File: src/rtl/uart_pkg.sv
// uart_pkg: receiver state encoding and sizing helpers shared by the
// UART receive path (divider, idle timeout and counter widths).
package uart_pkg;

  typedef enum logic [2:0] {
    S_IDLE,
    S_START,
    S_DATA,
    S_PARITY,
    S_STOP,
    S_BREAK
  } rx_state_t;

  function automatic int calc_div(int clk_rate, int baud, int os);
    longint den;
    longint q;
    den = longint'(baud) * longint'(os);
    q = (longint'(clk_rate) + den / 2) / den;
    return (q < 1) ? 1 : int'(q);
  endfunction

  function automatic int calc_idle_ticks(
    int chars, int width, int os, bit par
  );
    return chars * (width + (par ? 3 : 2)) * os;
  endfunction

  function automatic int cnt_w(int n);
    return (n > 1) ? $clog2(n) : 1;
  endfunction

endpackage

File: src/rtl/uart_baud_tick.sv
// uart_baud_tick: free-running oversample tick divider,
// realigned to the frame by the restart input.
module uart_baud_tick
  import uart_pkg::*;
#(
  parameter int DIV = 1
) (
  input  logic clk,
  input  logic rst,
  input  logic restart,
  output logic tick
);

  localparam int CW = cnt_w(DIV);
  localparam logic [CW-1:0] C_LAST = CW'(DIV - 1);

  logic [CW-1:0] cnt;

  always_ff @(posedge clk or negedge rst) begin
    if (!rst) begin
      cnt <= '0;
    end else if (restart || cnt == C_LAST) begin
      cnt <= '0;
    end else begin
      cnt <= cnt + 1'b1;
    end
  end

  assign tick = !restart && (cnt == C_LAST);

endmodule

File: src/rtl/uart_axis_rx.sv
// uart_axis_rx: UART receiver, AXI-Stream master, TLAST from idle time.
// Define UART_RX_PARITY_EN for an even parity bit after the data bits.
module uart_axis_rx
  import uart_pkg::*;
#(
  parameter int WIDTH      = 8,
  parameter int CLK_RATE   = 50000000,
  parameter int BAUD       = 115200,
  parameter int OVERSAMPLE = 16,
  parameter int IDLE_CHARS = 2
) (
  input  logic             clk,
  input  logic             rst,
  input  logic             uart_rx,
  output logic [WIDTH-1:0] m_axis_data,
  output logic             m_axis_valid,
  output logic             m_axis_last,
  input  logic             m_axis_ready,
  output logic             frame_err,
  output logic             overrun,
  output logic             parity_err
);

`ifdef UART_RX_PARITY_EN
  localparam bit PAR = 1'b1;
  localparam rx_state_t DATA_NEXT = S_PARITY;
`else
  localparam bit PAR = 1'b0;
  localparam rx_state_t DATA_NEXT = S_STOP;
`endif

  localparam int DIV = calc_div(CLK_RATE, BAUD, OVERSAMPLE);
  localparam int IDLE_TICKS =
    calc_idle_ticks(IDLE_CHARS, WIDTH, OVERSAMPLE, PAR);
  localparam int OS_W = cnt_w(OVERSAMPLE);
  localparam int BIT_W = cnt_w(WIDTH);
  localparam int IT_W = cnt_w(IDLE_TICKS + 1);
  localparam logic [OS_W-1:0] OS_LAST = OS_W'(OVERSAMPLE - 1);
  localparam logic [OS_W-1:0] OS_HALF = OS_W'(OVERSAMPLE / 2 - 1);
  localparam logic [BIT_W-1:0] BIT_LAST = BIT_W'(WIDTH - 1);
  localparam logic [IT_W-1:0] IT_LAST = IT_W'(IDLE_TICKS - 1);

  logic [1:0] sync_q;
  logic [1:0] flush_q;
  logic       rx_s;
  logic       rx_prev;
  logic       armed;
  logic       fall;

  // armed stays low until the real line has been seen high after reset,
  // so a frame cut by reset cannot produce a start edge.
  always_ff @(posedge clk or negedge rst) begin
    if (!rst) begin
      sync_q  <= 2'b11;
      flush_q <= 2'b00;
      rx_prev <= 1'b1;
      armed   <= 1'b0;
    end else begin
      sync_q  <= {sync_q[0], uart_rx};
      flush_q <= {flush_q[0], 1'b1};
      rx_prev <= rx_s;
      armed   <= armed | (flush_q[1] & rx_s);
    end
  end

  assign rx_s = sync_q[1];
  assign fall = armed & rx_prev & ~rx_s;

  rx_state_t        state;
  logic [OS_W-1:0]  os_cnt;
  logic [BIT_W-1:0] bit_cnt;
  logic [WIDTH-1:0] shreg;
  logic             par_bad;
  logic             tick;
  logic             start_det;
  logic             start_ok;
  logic             stop_smp;
  logic             byte_ok;

  assign start_det = (state == S_IDLE) && fall;
  assign start_ok = (state == S_START) && tick &&
                    (os_cnt == OS_HALF) && !rx_s;
  assign stop_smp = (state == S_STOP) && tick && (os_cnt == OS_LAST);
  assign byte_ok = stop_smp && rx_s && !par_bad;

  uart_baud_tick #(
    .DIV(DIV)
  ) u_tick (
    .clk    (clk),
    .rst    (rst),
    .restart(start_det),
    .tick   (tick)
  );

  always_ff @(posedge clk or negedge rst) begin
    if (!rst) begin
      state      <= S_IDLE;
      os_cnt     <= '0;
      bit_cnt    <= '0;
      shreg      <= '0;
      par_bad    <= 1'b0;
      frame_err  <= 1'b0;
      parity_err <= 1'b0;
    end else begin
      frame_err  <= 1'b0;
      parity_err <= 1'b0;
      unique case (state)
        S_IDLE: begin
          if (fall) begin
            state   <= S_START;
            os_cnt  <= '0;
            par_bad <= 1'b0;
          end
        end
        S_START: begin
          if (tick) begin
            if (os_cnt == OS_HALF) begin
              os_cnt  <= '0;
              bit_cnt <= '0;
              state   <= rx_s ? S_IDLE : S_DATA;
            end else begin
              os_cnt <= os_cnt + 1'b1;
            end
          end
        end
        S_DATA: begin
          if (tick) begin
            if (os_cnt == OS_LAST) begin
              os_cnt  <= '0;
              shreg   <= {rx_s, shreg[WIDTH-1:1]};
              bit_cnt <= bit_cnt + 1'b1;
              if (bit_cnt == BIT_LAST) state <= DATA_NEXT;
            end else begin
              os_cnt <= os_cnt + 1'b1;
            end
          end
        end
`ifdef UART_RX_PARITY_EN
        S_PARITY: begin
          if (tick) begin
            if (os_cnt == OS_LAST) begin
              os_cnt  <= '0;
              par_bad <= (^shreg) != rx_s;
              state   <= S_STOP;
            end else begin
              os_cnt <= os_cnt + 1'b1;
            end
          end
        end
`endif
        S_STOP: begin
          if (tick) begin
            if (os_cnt == OS_LAST) begin
              os_cnt <= '0;
              if (rx_s) begin
                state      <= S_IDLE;
                parity_err <= par_bad;
              end else begin
                state     <= S_BREAK;
                frame_err <= 1'b1;
              end
            end else begin
              os_cnt <= os_cnt + 1'b1;
            end
          end
        end
        S_BREAK: begin
          if (rx_s) state <= S_IDLE;
        end
        default: state <= S_IDLE;
      endcase
    end
  end

  logic             pend_full;
  logic             pend_dec;
  logic             pend_last;
  logic [WIDTH-1:0] pend_data;
  logic [IT_W-1:0]  idle_cnt;
  logic             idle_cnt_en;
  logic             idle_to;
  logic             decide;
  logic             move;

  assign idle_cnt_en = (state == S_IDLE) && pend_full && !pend_dec && tick;
  assign idle_to = idle_cnt_en && (idle_cnt == IT_LAST);
  assign decide = pend_full && !pend_dec && (start_ok || idle_to);
  assign move = pend_full && (pend_dec || decide) &&
                (!m_axis_valid || m_axis_ready);

  // A completing byte may refill pending in the cycle it drains.
  always_ff @(posedge clk or negedge rst) begin
    if (!rst) begin
      pend_full    <= 1'b0;
      pend_dec     <= 1'b0;
      pend_last    <= 1'b0;
      pend_data    <= '0;
      idle_cnt     <= '0;
      m_axis_valid <= 1'b0;
      m_axis_last  <= 1'b0;
      m_axis_data  <= '0;
      overrun      <= 1'b0;
    end else begin
      overrun <= 1'b0;
      if (start_det) begin
        idle_cnt <= '0;
      end else if (idle_cnt_en) begin
        idle_cnt <= idle_cnt + 1'b1;
      end
      if (m_axis_valid && m_axis_ready) m_axis_valid <= 1'b0;
      if (move) begin
        m_axis_valid <= 1'b1;
        m_axis_data  <= pend_data;
        m_axis_last  <= pend_dec ? pend_last : idle_to;
        pend_full    <= 1'b0;
        pend_dec     <= 1'b0;
      end else if (decide) begin
        pend_dec  <= 1'b1;
        pend_last <= idle_to;
      end
      if (byte_ok) begin
        if (!pend_full || move) begin
          pend_full <= 1'b1;
          pend_dec  <= 1'b0;
          pend_last <= 1'b0;
          pend_data <= shreg;
        end else begin
          overrun <= 1'b1;
        end
      end
    end
  end

endmodule

File: config.mk
export PLATFORM = sky130hd
export DESIGN_NAME = uart_axis_rx
export DESIGN_NICKNAME = d
export VERILOG_FILES = /design/src/rtl/uart_pkg.sv /design/src/rtl/uart_baud_tick.sv /design/src/rtl/uart_axis_rx.sv
export SDC_FILE = /design/constraint.sdc
export NUM_CORES = 1
export LEC_CHECK = 0
export CORE_ASPECT_RATIO = 0.6
export CORE_MARGIN = 2
export CORE_UTILIZATION = 34
export CTS_BUF_LIST = sky130_fd_sc_hd__clkbuf_4 sky130_fd_sc_hd__clkbuf_8 sky130_fd_sc_hd__clkbuf_16
export DETAILED_ROUTE_END_ITERATION = 10
export PLACE_DENSITY = 0.57
export SYNTH_ARGS = -nofsm -noshare
export SYNTH_HDL_FRONTEND = slang
export SYNTH_HIERARCHICAL = 1
export SYNTH_SLANG_ARGS = --single-unit
File: constraint.sdc
create_clock -name clk -period 4.53 [get_ports clk]
set_clock_uncertainty 0.15 [all_clocks]
set_input_delay 1.1325 -clock clk [delete_from_list [all_inputs] [get_ports clk]]
set_output_delay 1.1325 -clock clk [all_outputs]
set_load 0.005 [all_outputs]
==> impl_metrics.ini, run 1 <==
[status]
status = complete, no violations

[layout]
drive_gt1_frac = 0.222
final_common_cell = dfrtp_1
nFillCells = 794
area_growth_pct = 18.6
diodes = 0
nNetsFinal = 280
layout_common_cells = dfrtp_1 (58), mux2_2 (24), nor2_1 (14), clkdlybuf4s50_1 (14)

[global_routing]
grt_max_degree = 36
antenna_found_initial = 0
grt_pass1_wl_mm = 9.20
grt.overflow.total = 0
grtUsageTotal = 0.137
grt_pass1_vias = 1779

[route]
dr.first_iter.drc_count = 115
drc = 0
num_vias = 1935
drt_pass1_iterations = 4
antenna_left = 0
avgRoutedWirePerCell_microns = 14.2
viasPerCell = 5.00
routed_wl_mm = 5.49

[placement]
place_ws_ns = 0.708
gp_congestion = 0.840
port_buffers = 15
post-dp-hpwl_mm = 3.73

[die]
coreArea_sq_um = 8430
dieArea_sq_um = 9380
io_pins = 17
die_h_microns = 75.8
start_util = 0.347
num_rows = 26
die_x_microns = 124

[power]
switchingPower_mw = 0.453
pwr-share-comb = 0.162
p_per_area_nw_per_um2 = 465
swShare = 0.281
seqPwrFrac = 0.403
intPower_mw = 1.16
ir_drop_mv = 0.177
p_leak_nw = 1.53
finalPower_mw = 1.61
clkPwrFrac = 0.434

[clocking]
clk_latency_ns = 0.33
cts_tree = built
cts_hold_buf = 0
htree_levels = 3
cts_setup_buffers = 0
clkTransAtPathRegs_ns = 0.05
cts_resized = 0
numClockSinks = 61
clockBufferDepth = 2
root_buffer = clkbuf_16
cts_buffers = 9

[synth]
yosysWarnings = 6
syn_avg_cell_area_sq_um = 11.5
syn-cell-area_sq_um = 2920
ys_ff_latch = 61
ys.flop_type = dfrtp_1
synth_nets = 264
synthArstFlopShare = 1.00
synth_cell_types = 52
synthCells = 254
synth-seq-area-share = 0.523
synth_edf_count = 0

[sta]
hold_ws_ns = 0.197
finalSetupViolCount = 0
rsz0062_at_grt = false
timing.fmax_mhz = 263
slew_headroom = 0.480
final.setup.tns_ns = 0
final_hold_viol_count = 0
worst_slew_pin_slew_ns = 0.781
slew_viol_final = 0
setup_ws_ns = 0.731
fin_crit_ns = 3.80
post-route-period-util = 0.839

[worst_setup_path]
cp_max_fo = 15
worstSetupEndpointType = flip-flop
crit_path_start_kind = flip-flop
crit_required_ns = 4.60
path_class = flip-flop to flip-flop
cp.arrival_ns = 3.86

[hold_path]
hp-class = flip-flop to flip-flop

[job]
cap_violations = 0
## Yosys cell counts (2+ instances only)
cell type	number	area (sq um)
a21o_1	7	52.6
a21oi_1	8	40.0
a22oi_1	5	37.5
a32o_1	2	20.0
and4_2	2	20.0
and4b_1	2	20.0
buf_6	3	33.8
clkbuf_1	9	33.8
conb_1	2	7.51
dfrtp_1	58	1450
dfstp_2	3	78.8
ha_1	6	75.1
inv_1	11	41.3
mux2_2	24	270
nand2_1	11	41.3
nand2b_1	4	25.0
nand3_1	6	30.0
nand3b_1	3	22.5
nand4_1	4	25.0
nor2_1	14	52.6
nor2b_1	2	12.5
nor3_1	10	50.1
nor4_1	5	31.3
nor4_2	2	25.0
o2111ai_1	3	26.3
o21ai_0	11	55.1
o21bai_1	2	15.0
or2_2	2	12.5
or3b_2	2	17.5
xnor2_1	9	78.8
## registers in the layout (all words and copies together), names as in the netlist, 2 cells and up
name	cells
bit_cnt	3
sync_q	2
u_tick/cnt	5
state	3
idle_cnt	9
shreg	8
m_axis_data	8
pend_data	8
os_cnt	4
flush_q	2
## cell families (layout without fill, tap and decap cells)
family,count (synthesis),in the layout,share of synthesized area
compound gates,47,47,0.114
xor+xnor,9,9,0.0270
flops,61,61,0.523
mux,26,26,0.0997
fa+ha+maj,6,6,0.0257
buf+inv,24,45,0.0398
other cells,2,2,0.00257
simple gates,79,79,0.168
## worst max-delay path, cell delays in order (launching register included)
cell and delay [ns]:
dfstp_2 0.64, nand3b_1 0.17, nor3_1 0.06, buf_4 0.21, nor2b_1 0.52, or4b_4 0.62, or4_4 0.61, a21oi_4 0.31
mux2_2 0.38
## cell type report
| cell class | count | area, sq um | area share |
|---|---|---|---|
| Clock inverter | 5 | 58.8 | 0.0170 |
| Multi-Input combinational cell | 169 | 1280 | 0.368 |
| Tap cell | 112 | 140 | 0.0404 |
| Timing Repair Buffer | 18 | 168 | 0.0483 |
| Inverter | 11 | 41.3 | 0.0119 |
| Sequential cell | 61 | 1530 | 0.441 |
| Clock buffer | 11 | 253 | 0.0729 |
## power by group through the flow
stage          Clock (mW)  Combinational (mW)  Sequential, mW
2_1_floorplan           0               0.234           0.624
3_3_place_gp            0               0.262           0.655
3_5_place_dp            0               0.260           0.656
4_1_cts             0.722               0.261           0.647
5_1_grt             0.754               0.297           0.657
6_report            0.701               0.262           0.650
## worst paths after layout
check                      slack [ns]        from  cells past startpoint             end
hold / removal                   0.20  flush_q[0]                      0      flush_q[1]
setup reg to reg                 0.73   sync_q[1]                      8  m_axis_data[3]
max in group asynchronous        2.62         rst                      2       sync_q[0]
setup / recovery                 0.73   sync_q[1]                      8  m_axis_data[3]
hold reg to reg                  0.20  flush_q[0]                      0      flush_q[1]
min in group asynchronous        0.73         rst                      1   u_tick/cnt[2]
## per-layer routing
layer,vias to the layer above,GRT usage,wire (microns)
li1,953,-,-
met1,934,0.194,2980
met2,39,0.170,2070
met3,9,0.0584,332
met4,0,0.0833,111
met5,-,0,0
## metrics by stage
stage | instances | utilization | area, sq um
floorplan | 254 | - | 2920
global placement | 371 | 0.375 | 3160
detailed placement | 371 | 0.375 | 3160
CTS | 387 | 0.412 | 3470
global route | 387 | 0.412 | 3470
finish | 387 | 0.412 | 3470
(Power assumes the default switching activity.)
==> run 2, diff against run 1 <==
clock period = 3.61 ns   (was 4.53 ns; I/O delays follow)
==> impl_metrics.ini, run 2 (synthesis results as in run 1) <==
[layout]
top_register = idle_cnt
layout_common_cells = dfrtp_1 (58), mux2_2 (24), nor2_1 (14), clkdlybuf4s50_1 (14)
nNetsFinal = 287
area_growth_pct = 20.7
largest_reg_flops = 9
drive_gt1_frac = 0.241
diodes = 0
final_cell_area_sq_um = 3530
final_common_cell = dfrtp_1
nFillCells = 789

[route]
dr.first_iter.drc_count = 178
wl_met3_microns = 258
routed-wl-met2_mm = 2.11
num_vias = 1962
drt_pass1_iterations = 4
avgRoutedWirePerCell_microns = 14.0
drc = 0
met1_length_mm = 3.05
routed_wl_mm = 5.53
top_layer = met4
viasPerCell = 4.98
antenna_left = 0

[worst_setup_path]
crit_required_ns = 3.67
cp.arrival_ns = 3.40
crit_path_start_kind = flip-flop
worstSetupEndpointType = flip-flop
path_class = flip-flop to flip-flop
r2r-start = u_tick/cnt[0]
crit_start = u_tick/cnt[0]
rr_worst_depth = 8
cp_max_fo = 10

[sta]
post-route-period-util = 0.925
worst_slew_pin_slew_ns = 0.883
fin_crit_ns = 3.34
final.setup.tns_ns = 0
slew_viol_final = 0
finalSetupViolCount = 0
timing.fmax_mhz = 300
final_hold_viol_count = 0
hold_ws_ns = 0.198
slew_headroom = 0.411
rsz0062_at_grt = false

[clocking]
root_buffer = clkbuf_16
cts_buffers = 9
clockBufferDepth = 2
numClockSinks = 61
clkTransAtPathRegs_ns = 0.05
cts_setup_buffers = 0
clk_latency_ns = 0.33
cts_tree = built
cts_hold_buf = 0
cts_resized = 0
htree_levels = 3

[hold_path]
hp-start = flush_q[0]
hold_depth = 0
hp-class = flip-flop to flip-flop

[power]
ir_drop_mv = 0.250
intPower_mw = 1.52
finalPower_mw = 2.07
pwr-share-comb = 0.175
seqPwrFrac = 0.384
swShare = 0.267
p_leak_nw = 1.57
p_per_area_nw_per_um2 = 587
switchingPower_mw = 0.553
clkPwrFrac = 0.441

[die]
dieArea_sq_um = 9380
die_x_microns = 124
io_pins = 17
num_rows = 26
die_h_microns = 75.8
coreArea_sq_um = 8430
start_util = 0.347

[global_routing]
grtUsageTotal = 0.139
grt_max_degree = 41
grt.overflow.total = 0
grt_pass1_wl_mm = 9.37
grt_pass1_vias = 1849
antenna_found_initial = 0

[placement]
post-dp-hpwl_mm = 3.82
port_buffers = 15
gp_congestion = 0.816
placed_cell_area_sq_um = 3210

[status]
status = complete, no violations

[job]
cap_violations = 0
[run 2: area by class of cell]
type / instances / area, sq um / area share
Clock buffer: 12 / 248 / 0.0702
Clock inverter: 4 / 72.6 / 0.0206
Inverter: 11 / 41.3 / 0.0117
Multi-Input combinational cell: 169 / 1280 / 0.362
Sequential cell: 61 / 1530 / 0.434
Tap cell: 112 / 140 / 0.0397
Timing Repair Buffer: 25 / 220 / 0.0624
[run 2: worst max-delay path: stages, from the launching register on]
cell and delay [ns]:
dfrtp_1 0.41, inv_1 0.08, ha_1 0.14, and4b_1 0.34
nor2b_1 0.23, or4b_4 0.56, or4_4 0.61, a21oi_4 0.31
mux2_2 0.38
[run 2: through the flow]
stage	setup WS [ns]	util	instances
after detailed placement	0.274	0.381	378
after global placement	0.384	0.381	378
after floorplan	0.236	-	254
after CTS	0.255	0.419	394
final	0.271	0.419	394
after global routing	0.126	0.419	394
[run 2: final timing paths]
check	to	slack, ns
worst max-delay path	m_axis_data[0]	0.27
worst max register to register	m_axis_data[0]	0.27
min in group asynchronous	m_axis_valid	0.55
worst min-delay path	flush_q[1]	0.20
worst min register to register	flush_q[1]	0.20
max in group asynchronous	sync_q[1]	2.00
[run 2: power by group through the flow]
stage	Combinational, mW	Sequential, mW	Clock, mW
3_5_place_dp	0.365	0.804	0
5_1_grt	0.408	0.803	0.975
3_3_place_gp	0.359	0.800	0
6_report	0.363	0.794	0.914
4_1_cts	0.365	0.793	0.940
2_1_floorplan	0.293	0.783	0
[run 2: per-layer routing]
layer | global-route usage | up-vias
met5 | 0 | -
li1 | - | 969
met1 | 0.191 | 949
met4 | 0.0758 | 0
met2 | 0.183 | 34
met3 | 0.0606 | 10
